<file path="config.mk">
export PLATFORM = sky130hd
export DESIGN_NAME = plic_gateway
export DESIGN_NICKNAME = d
export VERILOG_FILES = /design/src/rtl/plic_pkg.sv /design/src/rtl/plic_gateway_cell.sv /design/src/rtl/plic_gateway.sv
export SDC_FILE = /design/constraint.sdc
export NUM_CORES = 1
export LEC_CHECK = 0
export CELL_PAD_IN_SITES_DETAIL_PLACEMENT = 1
export CELL_PAD_IN_SITES_GLOBAL_PLACEMENT = 2
export CORE_ASPECT_RATIO = 1.4
export CORE_MARGIN = 5
export CORE_UTILIZATION = 41
export DETAILED_ROUTE_END_ITERATION = 12
export PLACE_DENSITY_LB_ADDON = 0.1
export SYNTH_ARGS = -nofsm -noshare
export SYNTH_HDL_FRONTEND = slang
export SYNTH_SLANG_ARGS = --single-unit
</file>
<file path="constraint.sdc">
create_clock -name clk_i -period 18.7 [get_ports clk_i]
set_input_delay 3.74 -clock clk_i [delete_from_list [all_inputs] [get_ports clk_i]]
set_output_delay 3.74 -clock clk_i [all_outputs]
set_load 0.005 [all_outputs]
</file>
<file path="src/rtl/plic_pkg.sv">
`default_nettype none
// ============================================================================
// plic_pkg : shared PLIC gateway defaults and state encoding | rev 1.0
// ============================================================================
package plic_pkg;

  localparam int NUM_SRC_DEF     = 32;
  localparam int ID_WIDTH_DEF    = 5;
  localparam int CNT_WIDTH_DEF   = 4;
  localparam int SYNC_STAGES_DEF = 2;

  typedef enum logic [1:0] {
    IDLE = 2'd0,
    PEND = 2'd1,
    INFL = 2'd2
  } gw_state_e;

endpackage : plic_pkg
`default_nettype wire

</file>
<file path="src/rtl/plic_gateway_cell.sv">
`default_nettype none
// ============================================================================
// plic_gateway_cell : one source's gateway FSM, edge counter and overflow flag | rev 1.0
// ============================================================================
module plic_gateway_cell
  import plic_pkg::*;
#(
  parameter int CNT_WIDTH = CNT_WIDTH_DEF
) (
  input  logic                 clk_i,
  input  logic                 rst_i,
  input  logic                 en_i,
  input  logic                 tm_i,
  input  logic [CNT_WIDTH-1:0] tnm_i,
  input  logic                 s_i,
  input  logic                 e_i,
  input  logic                 clam_i,
  input  logic                 comp_i,
  output logic                 pend_o,
  output logic                 infl_o,
  output logic                 ovf_o
);

  gw_state_e            state_q, state_d;
  logic [CNT_WIDTH-1:0] cnt_q, cnt_d;
  logic                 ovf_q, ovf_d;
  logic                 pend_q, infl_q;
  logic                 req;
  logic                 take;

  always_comb begin
    state_d = state_q;
    cnt_d   = cnt_q;
    ovf_d   = ovf_q;
    req     = tm_i ? (e_i || (cnt_q != '0)) : s_i;
    take    = 1'b0;

    case (state_q)
      IDLE: if (en_i && req) begin
        state_d = PEND;
        take    = 1'b1;
      end
      PEND: if (clam_i) state_d = INFL;
      INFL: if (comp_i) begin
        state_d = IDLE;
        ovf_d   = 1'b0;
      end
      default: state_d = IDLE;
    endcase

    // The forwarded request consumes a same-cycle edge before any queued one.
    if (!tm_i) begin
      cnt_d = '0;
    end else if (take) begin
      if (!e_i) cnt_d = cnt_q - 1'b1;
    end else if (e_i) begin
      if (cnt_q >= tnm_i) ovf_d = 1'b1;
      else                cnt_d = cnt_q + 1'b1;
    end
  end

  always_ff @(posedge clk_i or posedge rst_i) begin
    if (rst_i) begin
      state_q <= IDLE;
      cnt_q   <= '0;
      ovf_q   <= 1'b0;
      pend_q  <= 1'b0;
      infl_q  <= 1'b0;
    end else begin
      state_q <= state_d;
      cnt_q   <= cnt_d;
      ovf_q   <= ovf_d;
      pend_q  <= (state_d == PEND);
      infl_q  <= (state_d == INFL);
    end
  end

  assign pend_o = pend_q;
  assign infl_o = infl_q;
  assign ovf_o  = ovf_q;

endmodule : plic_gateway_cell
`default_nettype wire

</file>
<file path="src/rtl/plic_gateway.sv">
`default_nettype none
// ============================================================================
// plic_gateway : synchroniser, edge detect and per-source gateway cell array | rev 1.0
// ============================================================================
module plic_gateway
  import plic_pkg::*;
#(
  parameter int NUM_SRC     = NUM_SRC_DEF,
  parameter int ID_WIDTH    = ID_WIDTH_DEF,
  parameter int CNT_WIDTH   = CNT_WIDTH_DEF,
  parameter int SYNC_STAGES = SYNC_STAGES_DEF
) (
  input  logic                 clk_i,
  input  logic                 rst_i,
  input  logic                 en_i,
  input  logic [NUM_SRC-1:0]   tm_i,
  input  logic [CNT_WIDTH-1:0] tnm_i,
  input  logic [NUM_SRC-1:0]   irq_i,
  input  logic                 clam_i,
  input  logic [ID_WIDTH-1:0]  clam_id_i,
  input  logic                 comp_i,
  input  logic [ID_WIDTH-1:0]  comp_id_i,
  output logic [NUM_SRC-1:0]   pend_o,
  output logic [NUM_SRC-1:0]   infl_o,
  output logic [NUM_SRC-1:0]   ovf_o
);

  logic [NUM_SRC-1:0] sync_q [SYNC_STAGES];
  logic [NUM_SRC-1:0] s_d_q;
  logic [NUM_SRC-1:0] s;
  logic [NUM_SRC-1:0] e;
  logic               unused_src0;

  always_ff @(posedge clk_i or posedge rst_i) begin
    if (rst_i) begin
      for (int k = 0; k < SYNC_STAGES; k++) sync_q[k] <= '0;
      s_d_q <= '0;
    end else begin
      sync_q[0] <= irq_i;
      for (int k = 1; k < SYNC_STAGES; k++) sync_q[k] <= sync_q[k-1];
      s_d_q <= s;
    end
  end

  assign s = sync_q[SYNC_STAGES-1];
  assign e = s & ~s_d_q;

  // Source 0 is reserved: outputs tied low and ID 0 never decodes to a cell.
  assign pend_o[0]   = 1'b0;
  assign infl_o[0]   = 1'b0;
  assign ovf_o[0]    = 1'b0;
  assign unused_src0 = ^{tm_i[0], e[0]};

  for (genvar i = 1; i < NUM_SRC; i++) begin : g_src
    plic_gateway_cell #(
      .CNT_WIDTH (CNT_WIDTH)
    ) u_cell (
      .clk_i  (clk_i),
      .rst_i  (rst_i),
      .en_i   (en_i),
      .tm_i   (tm_i[i]),
      .tnm_i  (tnm_i),
      .s_i    (s[i]),
      .e_i    (e[i]),
      .clam_i (clam_i && (clam_id_i == ID_WIDTH'(i))),
      .comp_i (comp_i && (comp_id_i == ID_WIDTH'(i))),
      .pend_o (pend_o[i]),
      .infl_o (infl_o[i]),
      .ovf_o  (ovf_o[i])
    );
  end : g_src

endmodule : plic_gateway
`default_nettype wire
</file>
== Word level (Yosys, flattened, before mapping) ==
Cells that the tools add are included.
Word-level totals
  bits in registers: 375
  input port bits: 83
  output and inout port bits: 96
  logic and storage cells: 1307
Cells by class
  add/sub/neg operators: 62
  order comparisons: 31
  equality and inequality tests: 279
  multiplexer cells: 558
  bitwise operators: 2
  reductions and logical operators: 217
Operator list (number)
  2-to-1 mux 4 bit: 155
  2-to-1 mux 1 bit: 279
  2-to-1 mux 2 bit: 93
  one-hot mux 2 bit (3 select lines): 31
  equality test 5 bit (second input constant): 32
  adder 4 x 1 -> 4 bit (second input constant): 31
  equality test 2 x 1 -> 1 bit (second input constant): 62
  equality test 2 bit (second input constant): 62
  greater-or-equal comparator 4 bit: 31
  nonzero test 4 bit: 31
  subtractor 4 x 1 -> 4 bit (second input constant): 31
  logical AND 1 bit: 93
  inequality test 3 x 1 -> 1 bit (second input constant): 31
  inequality test 3 x 2 -> 1 bit (second input constant): 31
  inequality test 3 bit (second input constant): 31
  AND reduction 3 bit: 31
  equality test 5 x 4 -> 1 bit (second input constant): 16
  logical NOT 2 bit: 31
  equality test 5 x 3 -> 1 bit (second input constant): 8
  AND 32 bit: 1
  inverter 32 bit: 1
  logical OR 1 bit: 31
  equality test 5 x 2 -> 1 bit (second input constant): 4
  equality test 5 x 1 -> 1 bit (second input constant): 2

== Logic depth before layout (Yosys ltp) ==
Gate-level depths: netlist of the first run.
  word-level depth: 9
  mapped depth: 10
  mapped depth without buffers: 9

== Modules after synthesis ==
A second synthesis of the first run with hierarchy kept.
Second synthesis, totals
  cell total of the unflattened synthesis: 2391
  area, all modules: 23483.8 µm²
Modules (own cells, without submodules)
  plic_gateway_cell: times used 31, cells an instance 70, area each 660.6 µm², sequential area each 225.2 µm²
  plic_gateway: times used 1, cells an instance 221, area each 3004.1 µm², sequential area each 2327.2 µm²

== Worst setup path before layout of the first run ==
No wires, ideal clock.
  path type: input to register
  from: input port tnm_i[1]
  to: register g_src[20].u_cell.cnt_q[2]
  setup time: 128 ps
  arrival time: 5904 ps
  required time: 18572 ps
  slack: 12669 ps
  stages: 7
  path buffers: 1
  cells stage by stage: inv_1 ha_1 a2111oi_0 o21ba_1 or2_1 clkbuf_1 mux2_1
Between the ends
  word-level cells in the longest chain between the ends: 3
Ends and longest elaborated chain
  from (decl): line plic_gateway.sv:17  | input logic [CNT_WIDTH-1:0] tnm_i,
  greater-or-equal comparator 4 bit: line plic_gateway_cell.sv:57  | if (cnt_q >= tnm_i) ovf_d = 1'b1;
  inequality test 3 x 2 -> 1 bit (no line)
  AND reduction 3 bit (no line)
  to (signal assigned): line plic_gateway_cell.sv:71  | cnt_q <= cnt_d;
  to (decl): line plic_gateway_cell.sv:25  | logic [CNT_WIDTH-1:0] cnt_q, cnt_d;
No other way between the ends.
A chain may end at the register's enable or synchronous reset.

== Worst setup path in the final report of the first run ==
  from: input port tnm_i[1]
  to: register g_src[7].u_cell.cnt_q[3]
Between the ends
  word-level cells in the longest chain between the ends: 3
Ends and longest elaborated chain (line)
  greater-or-equal comparator 4 bit: plic_gateway_cell.sv:57
  inequality test 3 x 2 -> 1 bit (no line)
  AND reduction 3 bit (no line)
  to (signal assigned): plic_gateway_cell.sv:71
  to (decl): plic_gateway_cell.sv:25
No other way between the ends.

==> impl_metrics.yaml, run 1 <==
status:
  outcome: "finished, final reports clean"
setup_path:
  cp_max_fo: 31
  cp_cell_sequence: "clkdlybuf4s50_1 -> inv_2 -> buf_4 -> ha_1 -> a2111oi_0 -> o21ai_1 -> a221o_1 -> mux2i_1"
  slowest_delay_ps: 820
  critical-path-top-delay-family: "compound AO/OA/AOI/OAI gates"
  r2r-end: "g_src[7].u_cell.cnt_q[3]"
  cp-end-kind: "flip-flop"
  r2r_start: "g_src[7].u_cell.cnt_q[0]"
  worstSetupStartpoint: "tnm_i[1]"
  crit_path_end: "g_src[7].u_cell.cnt_q[3]"
  cp_num_buf_inv: 3
  start_kind: "input port"
  rr_worst_depth: 7
  worst-path-stages: 8
  cp.required_ps: 19140
  crit_slowest_cell: "a2111oi_0"
  reg2reg_slack_ps: 15880
  path_class: "input port to flip-flop"
  worstPathArrival_ps: 6810
clock_tree:
  clkSlewWorstSetupHoldPaths_ps: 60
  hold_buffers: 0
  clock_latency_ps: 580
  cts_resized: 0
  clock-sinks: 372
  cts_tree: "done"
  cts-root-buf: "clkbuf_16"
  h-tree-depth: 2
  cts_inserted_buffers: 43
  cts.path.max_buffers: 3
  post_cts_buffers: 0
sta:
  timing.fmax_mhz: 157
  period_minus_slack_ps: 6370
  fin_crit_sh_pct: 34.1
  slew_headroom_pct: 19.4
  worst_pin_slew_ps: 1200
  fin_setup_tns_ps: 0
  setup_viol: 0
  skew_ps: 22.6
  hold_violations: 0
  hold_slack_ps: 347
  drv_slew: 0
  rsz0062_at_grt: "no"
final_layout:
  nFillCells: 5929
  nets: 2607
  fin_cells: 3086
  final_core_util_pct: 47.9
  seq_area_mm2: 0.00931
  fin_area_mm2: 0.0255
  drive_gt1_share_pct: 9.37
  multi_input_area_mm2: 0.0115
  syn_to_final_growth_pct: 15.4
grt:
  gr-usage-all-layers_pct: 21.9
  grt_pass1_wl_um: 103000
  grt_overflow: 0
  antenna_found_initial: 5
  grt_pass1_vias: 19100
  grt_max_degree: 145
placement:
  place_congestion: 0.866
  placed_area_mm2: 0.0240
  dp_hpwl_um: 46600
  dp_cells: 3007
  port_buffers: 173
yosys:
  syn_avg_cell_area_um2: 9.92
  synth_top_area_share_pct: 42.2
  ys_ff_latch: 372
  synth-edff-count: 0
  synth_cells: 2224
  synthesis.area_mm2: 0.0221
  yosysWarnings: 0
  synth_area_leaders: "dfrtp_1, ha_1, nand2b_1"
  synth.top_cells.by_count: "dfrtp_1, ha_1, nand2_1"
  seq_area_frac_synth_pct: 42.2
  synthArstFlopShare_pct: 100
  yosysUniqueCellTypes: 62
  synth_ff_type: "dfrtp_1"
  synth_top_cell_by_area: "dfrtp_1"
  synth_most_common_cell: "dfrtp_1"
route:
  drc: 0
  viasPerCell: 5.63
  ant_nets: 0
  met1_length_um: 26400
  route.met2.wl_um: 32200
  dr.pass1.iters: 5
  met3_length_um: 2670
  wl_per_cell_um: 20.8
  top_layer: "met5"
  wl_um: 64200
  vias: 17400
  drt_iter0_markers: 691
power_and_ir_drop:
  power_density_mw_per_mm2: 115
  leakagePower_nw: 11.2
  vdd_drop_max_uv: 65.8
floorplanning:
  die_area_mm2: 0.0586
  core-area_mm2: 0.0532
  num_rows: 100
  fp.dieW_um: 206
  dieHeight_um: 284
  io_pins: 179
  start_util_pct: 41.5
worst_hold_path:
  hold_path.class: "flip-flop to flip-flop"
job:
  maxCapViolCount: 0
worst min path at each step:
stage,startpoint,endpoint,slack (ps),depth (start not counted)
after global placement,sync_q[44],s[12],330,0
after detailed placement,sync_q[51],s[19],340,0
after CTS,sync_q[51],s[19],350,0
after floorplan,sync_q[42],s[10],330,0
after global routing,sync_q[46],s[14],350,0
final,sync_q[45],s[13],350,0
worst register-to-register path, delay by kind of cell, from the launching register on:
kind	cells	cell delay, ps
AND/OR/NAND/NOR	1	170
adder cells (fa/ha/maj)	1	270
multiplexers	1	130
AO/OA/AOI/OAI	3	1590
flip-flops	1	450
buffers and inverters	1	90
cell usage in the layout (no fill, tap or decap), types with 11 or more instances in the layout:
cell type / instances
nand2_1: 136
o41ai_1: 11
nand2_2: 11
xor2_1: 17
a31oi_1: 50
or3_1: 11
clkbuf_16: 45
clkdlybuf4s50_1: 171
o21a_1: 54
o32ai_1: 12
inv_1: 112
nand2b_1: 135
o31ai_1: 21
or3_4: 11
ha_1: 186
a221o_1: 11
nor3b_4: 11
a2111oi_0: 27
nor3_1: 36
a32o_1: 25
a31o_2: 45
a21oi_1: 111
nand3_1: 71
xnor2_1: 45
clkbuf_8: 11
buf_4: 12
nor2b_1: 35
o21ai_1: 19
o22ai_1: 38
nor4_1: 20
nor2_1: 128
nor3b_2: 11
or2_2: 31
dfrtp_1: 372
o21ai_0: 132
mux2i_1: 63
cell families (layout without fill, tap and decap cells):
family          count (synthesis)  after routing  synth area share, %
fa+ha+maj                     186            186                 10.6
buf+inv                       235            379                 5.71
flops                         372            372                 42.2
simple gates                  691            691                 17.3
other cells                     1              5               0.0170
compound gates                604            604                 18.3
xor+xnor                       62             62                 2.46
mux                            73             73                 3.37
power by group:
part | leakage, nW | switching (mW) | internal, mW | total, mW
logic | 5.82 | 0.440 | 0.452 | 0.892
registers | 4.64 | 0.176 | 0.966 | 1.14
clock network | 0.736 | 0.352 | 0.538 | 0.889
total | 11.2 | 0.968 | 1.96 | 2.92
final cells by class:
type,instances,share of cell area (%)
well taps,714,3.51
clock inverters,14,0.703
clock buffers,63,5.12
diodes,2,0.0197
flip-flops and latches,372,36.6
inverters,116,1.74
multi-input cells,1619,45.1
repair buffers,186,7.20
state kept, by name, summed over array words and instances, names as in the netlist:
signal,flops
g_src.u_cell.infl_o,31
g_src.u_cell.state_q,62
s_d_q,31
g_src.u_cell.pend_o,31
sync_q,31
g_src.u_cell.ovf_o,31
s,31
g_src.u_cell.cnt_q,124
stage by stage:
| step | power [mW] | setup WS, ps |
|---|---|---|
| final | 2.92 | 12330 |
| after global routing | 3.13 | 12270 |
| after CTS | 2.97 | 12380 |
| after detailed placement | 2.05 | 11840 |
| after global placement | 2.02 | 11960 |
| after floorplan | 1.76 | 4630 |
layer usage:
metal / GRT usage, % / up-vias
met1: 26.3 / 8686
met4: 8.89 / 6
met3: 4.11 / 147
li1: - / 8238
met5: 0 / -
met2: 38.5 / 297
Power figures use the tool's default switching activity.
==> run 2: changes to the inputs <==
--- a/config.mk
+++ b/config.mk
@@ -9,7 +9,7 @@
 export CELL_PAD_IN_SITES_GLOBAL_PLACEMENT = 2
 export CORE_ASPECT_RATIO = 1.4
 export CORE_MARGIN = 5
-export CORE_UTILIZATION = 41
+export CORE_UTILIZATION = 35
 export DETAILED_ROUTE_END_ITERATION = 12
 export PLACE_DENSITY_LB_ADDON = 0.1
 export SYNTH_ARGS = -nofsm -noshare
==> constraint.sdc (replaced) <==
create_clock -name clk_i -period 5.8 [get_ports clk_i]
set_input_delay 1.16 -clock clk_i [delete_from_list [all_inputs] [get_ports clk_i]]
set_output_delay 1.16 -clock clk_i [all_outputs]
set_load 0.005 [all_outputs]
==> impl_metrics.yaml, run 2 (same netlist as run 1, synthesis figures left out) <==
status:
  outcome: "finished, final reports clean"
setup_path:
  crit_slowest_cell: "a2111oi_0"
  worstPathArrival_ps: 4280
  path_class: "input port to flip-flop"
  cp.required_ps: 6290
  start_kind: "input port"
  cp_cell_sequence: "clkdlybuf4s50_1 -> inv_2 -> buf_4 -> ha_1 -> a2111oi_0 -> o21ai_1 -> o32ai_1 -> mux2i_1"
  cp_max_fo: 21
  slowest_delay_ps: 680
  cp-end-kind: "flip-flop"
placement:
  dp_hpwl_um: 49600
  port_buffers: 173
  dp_cells: 3129
  place_congestion: 0.821
worst_hold_path:
  hold_path.class: "flip-flop to flip-flop"
grt:
  grt_pass1_wl_um: 106000
  grt_pass1_vias: 19000
  antenna_found_initial: 3
  grt_max_degree: 151
  grt_overflow: 0
  gr-usage-all-layers_pct: 19.4
sta:
  fin_crit_sh_pct: 65.4
  slew_headroom_pct: 25.7
  fin_setup_tns_ps: 0
  rsz0062_at_grt: "no"
  hold_violations: 0
  period_minus_slack_ps: 3790
  timing.fmax_mhz: 264
  worst_pin_slew_ps: 1110
  setup_viol: 0
  skew_ps: 11.6
  drv_slew: 0
final_layout:
  largest_reg_flops: 124
  nets: 2611
  layout_commonest_cell: "dfrtp_1"
  final_cell_mix: "dfrtp_1, ha_1, clkdlybuf4s50_1"
  final_core_util_pct: 40.6
  drive_gt1_share_pct: 9.41
  fin_cells: 3204
  top_register: "g_src.u_cell.cnt_q"
  nFillCells: 7061
  syn_to_final_growth_pct: 15.8
  largestRegisters: "g_src.u_cell.cnt_q x124, g_src.u_cell.state_q x62"
route:
  drt_iter0_markers: 601
  drc: 0
  wl_um: 67400
  wl_per_cell_um: 21.0
  viasPerCell: 5.41
  ant_nets: 0
  dr.pass1.iters: 4
  vias: 17300
clock_tree:
  clkSlewWorstSetupHoldPaths_ps: 60
  cts_tree: "done"
  hold_buffers: 0
  clock-sinks: 372
  h-tree-depth: 2
  cts.path.max_buffers: 3
  cts_resized: 0
  cts_inserted_buffers: 43
  clock_latency_ps: 570
  post_cts_buffers: 0
  cts-root-buf: "clkbuf_16"
power_and_ir_drop:
  power_density_mw_per_mm2: 364
  p_clk_share_pct: 29.4
  p_sw_mw: 3.14
  p_int_mw: 6.17
  p_sw_share_pct: 33.7
  leakagePower_nw: 11.2
  p_comb_share_pct: 31.2
  seqPwrFrac_pct: 39.4
  vdd_drop_max_uv: 227
floorplanning:
  dieHeight_um: 307
  io_pins: 179
  die_area_mm2: 0.0682
  start_util_pct: 35.1
  fp.dieW_um: 222
  num_rows: 109
  core-area_mm2: 0.0629
job:
  maxCapViolCount: 0
[run 2: worst paths after layout]
path	from	end	slack, ps	cells after the start
setup / recovery	tnm_i[1]	g_src[14].u_cell.cnt_q[3]	2010	8
hold / removal	sync_q[62]	s[30]	340	0
setup reg to reg	g_src[19].u_cell.state_q[1]	g_src[19].u_cell.cnt_q[3]	3060	9
hold reg to reg	sync_q[62]	s[30]	340	0
max in group asynchronous	rst_i	g_src[9].u_cell.ovf_o	3790	3
min in group asynchronous	rst_i	sync_q[62]	860	2
[run 2: through the flow]
step	setup WS, ps	hold slack (ps)	instance area [µm²]	total power [mW]
after floorplan	-354	331	22100	5.69
after global placement	1430	334	24200	6.55
after detailed placement	1450	336	24200	6.64
after CTS	2020	347	25500	9.48
after global routing	1870	348	25500	9.94
final	2010	345	25500	9.31
[run 2: final cells by class]
cell class                 count  area, µm²  area share [%]
sequential                   372       9310            36.4
clock buffer                  62       1260            4.93
clock inverter                12        113           0.441
antenna                        1       2.50         0.00980
inverter                     116        439            1.72
timing repair buffer         190       1870            7.34
multi-input combinational   1619      11500            45.0
tap                          832       1040            4.08
[run 2: power groups by stage]
stage,clock network (mW),registers (mW),logic (mW)
after floorplan,0,3.51,2.18
final,2.74,3.67,2.90
after global routing,2.95,3.75,3.25
after CTS,2.84,3.68,2.96
after global placement,0,3.70,2.85
after detailed placement,0,3.71,2.93
[run 2: per-layer routing]
metal  up-vias  track usage (%)  wire [µm]
li1       8245                -          -
met1      8765             23.2      28300
met2       238             35.8      34800
met3        84             3.35       2660
met4         0             5.26       1720
met5         -                0          0
[run 2: critical path, delay by kind of cell]
family | cells | cell delay [ps]
adder cells (fa/ha/maj) | 1 | 250
AO/OA/AOI/OAI | 3 | 1200
buffers and inverters | 3 | 1400
multiplexers | 1 | 210
==> run 3: changes to the inputs <==
--- a/config.mk
+++ b/config.mk
@@ -9,7 +9,7 @@
 export CELL_PAD_IN_SITES_GLOBAL_PLACEMENT = 2
 export CORE_ASPECT_RATIO = 1.4
 export CORE_MARGIN = 5
-export CORE_UTILIZATION = 35
+export CORE_UTILIZATION = 38
 export DETAILED_ROUTE_END_ITERATION = 12
 export PLACE_DENSITY_LB_ADDON = 0.1
 export SYNTH_ARGS = -nofsm -noshare
==> constraint.sdc (replaced) <==
create_clock -name clk_i -period 3.5 [get_ports clk_i]
set_input_delay 0.7 -clock clk_i [delete_from_list [all_inputs] [get_ports clk_i]]
set_output_delay 0.7 -clock clk_i [all_outputs]
set_load 0.005 [all_outputs]
==> impl_metrics.yaml, run 3 (same netlist as run 1, synthesis figures left out) <==
grt:
  antenna_found_initial: 2
  gr-usage-met1_pct: 25.0
  grt_overflow: 0
  grt_pass1_wl_um: 105000
  grt_pass1_vias: 19400
  use_met2_pct: 38.4
  met3_usage_pct: 3.35
  grt_max_degree: 85
  gr-usage-all-layers_pct: 20.9
  busiest_layer: "met2"
floorplanning:
  core-area_mm2: 0.0575
  start_util_pct: 38.3
  num_rows: 104
  io_pins: 179
  die_area_mm2: 0.0630
  dieHeight_um: 295
  fp.dieW_um: 214
setup_path:
  cp-end-kind: "flip-flop"
  cp_max_fo: 7
  start_kind: "input port"
  r2r-end: "g_src[17].u_cell.cnt_q[3]"
  worstPathArrival_ps: 3250
  r2r_start: "g_src[17].u_cell.cnt_q[1]"
  rr_worst_depth: 7
  cp.required_ps: 3950
  reg2reg_slack_ps: 920
  worstSetupStartpoint: "tnm_i[1]"
  path_class: "input port to flip-flop"
route:
  wl_um: 66000
  vias: 17700
  drc: 0
  ant_nets: 0
  dr.pass1.iters: 4
  viasPerCell: 5.55
  drt_iter0_markers: 714
  wl_per_cell_um: 20.7
final_layout:
  fin_area_mm2: 0.0262
  final_cell_mix: "dfrtp_1, ha_1, clkdlybuf4s50_1"
  drive_gt1_share_pct: 12.3
  syn_to_final_growth_pct: 18.7
  fin_cells: 3189
  nets: 2681
  largest_reg_flops: 124
  layout_commonest_cell: "dfrtp_1"
  top_register: "g_src.u_cell.cnt_q"
  largestRegisters: "g_src.u_cell.cnt_q x124, g_src.u_cell.state_q x62"
sta:
  fin_crit_sh_pct: 79.8
  worst_pin_slew_ps: 808
  hold_violations: 0
  fin_setup_tns_ps: 0
  drv_slew: 0
  period_minus_slack_ps: 2790
  postLayoutSetupSlackWorst_ps: 708
  setup_viol: 0
  slew_headroom_pct: 46.1
  timing.fmax_mhz: 358
  rsz0062_at_grt: "no"
  skew_ps: 12.4
job:
  maxCapViolCount: 0
placement:
  pre_cts_ws_ps: 122
  place_congestion: 0.848
  placed_area_mm2: 0.0247
  dp_hpwl_um: 50200
  dp_cells: 3109
  port_buffers: 173
status:
  outcome: "finished, final reports clean"
clock_tree:
  clock-sinks: 372
  cts-root-buf: "clkbuf_16"
  cts_inserted_buffers: 43
  cts_resized: 0
  post_cts_buffers: 0
  cts.path.max_buffers: 3
  hold_buffers: 0
  clkSlewWorstSetupHoldPaths_ps: 60
  h-tree-depth: 2
  cts_tree: "done"
  clock_latency_ps: 570
worst_hold_path:
  worstHoldStart: "sync_q[40]"
  hold_path.class: "flip-flop to flip-flop"
  holdPathEnd: "s[8]"
  hold_depth: 0
power_and_ir_drop:
  leakagePower_nw: 11.6
  power_density_mw_per_mm2: 607
  vdd_drop_max_uv: 458
## run 3: cell types whose count changed in the layout (fill, tap and decap cells not counted), sizes merged
cell	delta
clkinvlp	-1
diode	+1
bufinv	+1
buf	+70
clkinv	-1
clkbuf	+5
## run 3: layout make-up
type                            instances  area (µm²)
Multi-Input combinational cell       1619       11500
Sequential cell                       372        9310
Timing Repair Buffer                  260        2500
Inverter                              116         439
Antenna cell                            2        5.00
Clock inverter                         11         130
Tap cell                              742         928
Clock buffer                           67        1370
Fill cell                            6466       31300
## run 3: per-layer routing
metal	routed length, µm	share of wire [%]
met4	2110	3.2
met2	33900	51
met5	0	0
met1	27400	42
met3	2620	4.0
## run 3: critical path: stages
cell	delay [ps]
clkdlybuf4s50_1	480
inv_2	100
buf_4	210
ha_1	310
a2111oi_0	660
o21ai_0	280
a32o_1	310
a31o_2	200
## run 3: per-stage QoR
step / hold WS (ps) / util [%] / total power [mW]
3_3_place_gp: 332 / 42.9 / 11.0
6_report: 347 / 45.5 / 15.9
5_1_grt: 353 / 45.5 / 17.0
2_1_floorplan: 331 / - / 9.43
4_1_cts: 350 / 45.5 / 16.2
3_5_place_dp: 336 / 42.9 / 11.3
## run 3: worst max-delay path by stage
stage / endpoint / slack (ps) / depth (start not counted)
final: g_src[24].u_cell.cnt_q[3] / 710 / 8
after floorplan: g_src[10].u_cell.cnt_q[0] / -2190 / 1
after CTS: g_src[22].u_cell.cnt_q[2] / 730 / 9
after global routing: g_src[9].u_cell.cnt_q[3] / 560 / 10
after global placement: g_src[9].u_cell.cnt_q[3] / 190 / 10
after detailed placement: g_src[22].u_cell.cnt_q[2] / 120 / 9
## run 3: power by group
group	leakage [nW]	switching [mW]	internal (mW)	total, mW
Sequential	4.64	0.933	5.16	6.09
Combinational	6.21	2.42	2.62	5.04
Clock	0.750	1.86	2.90	4.76
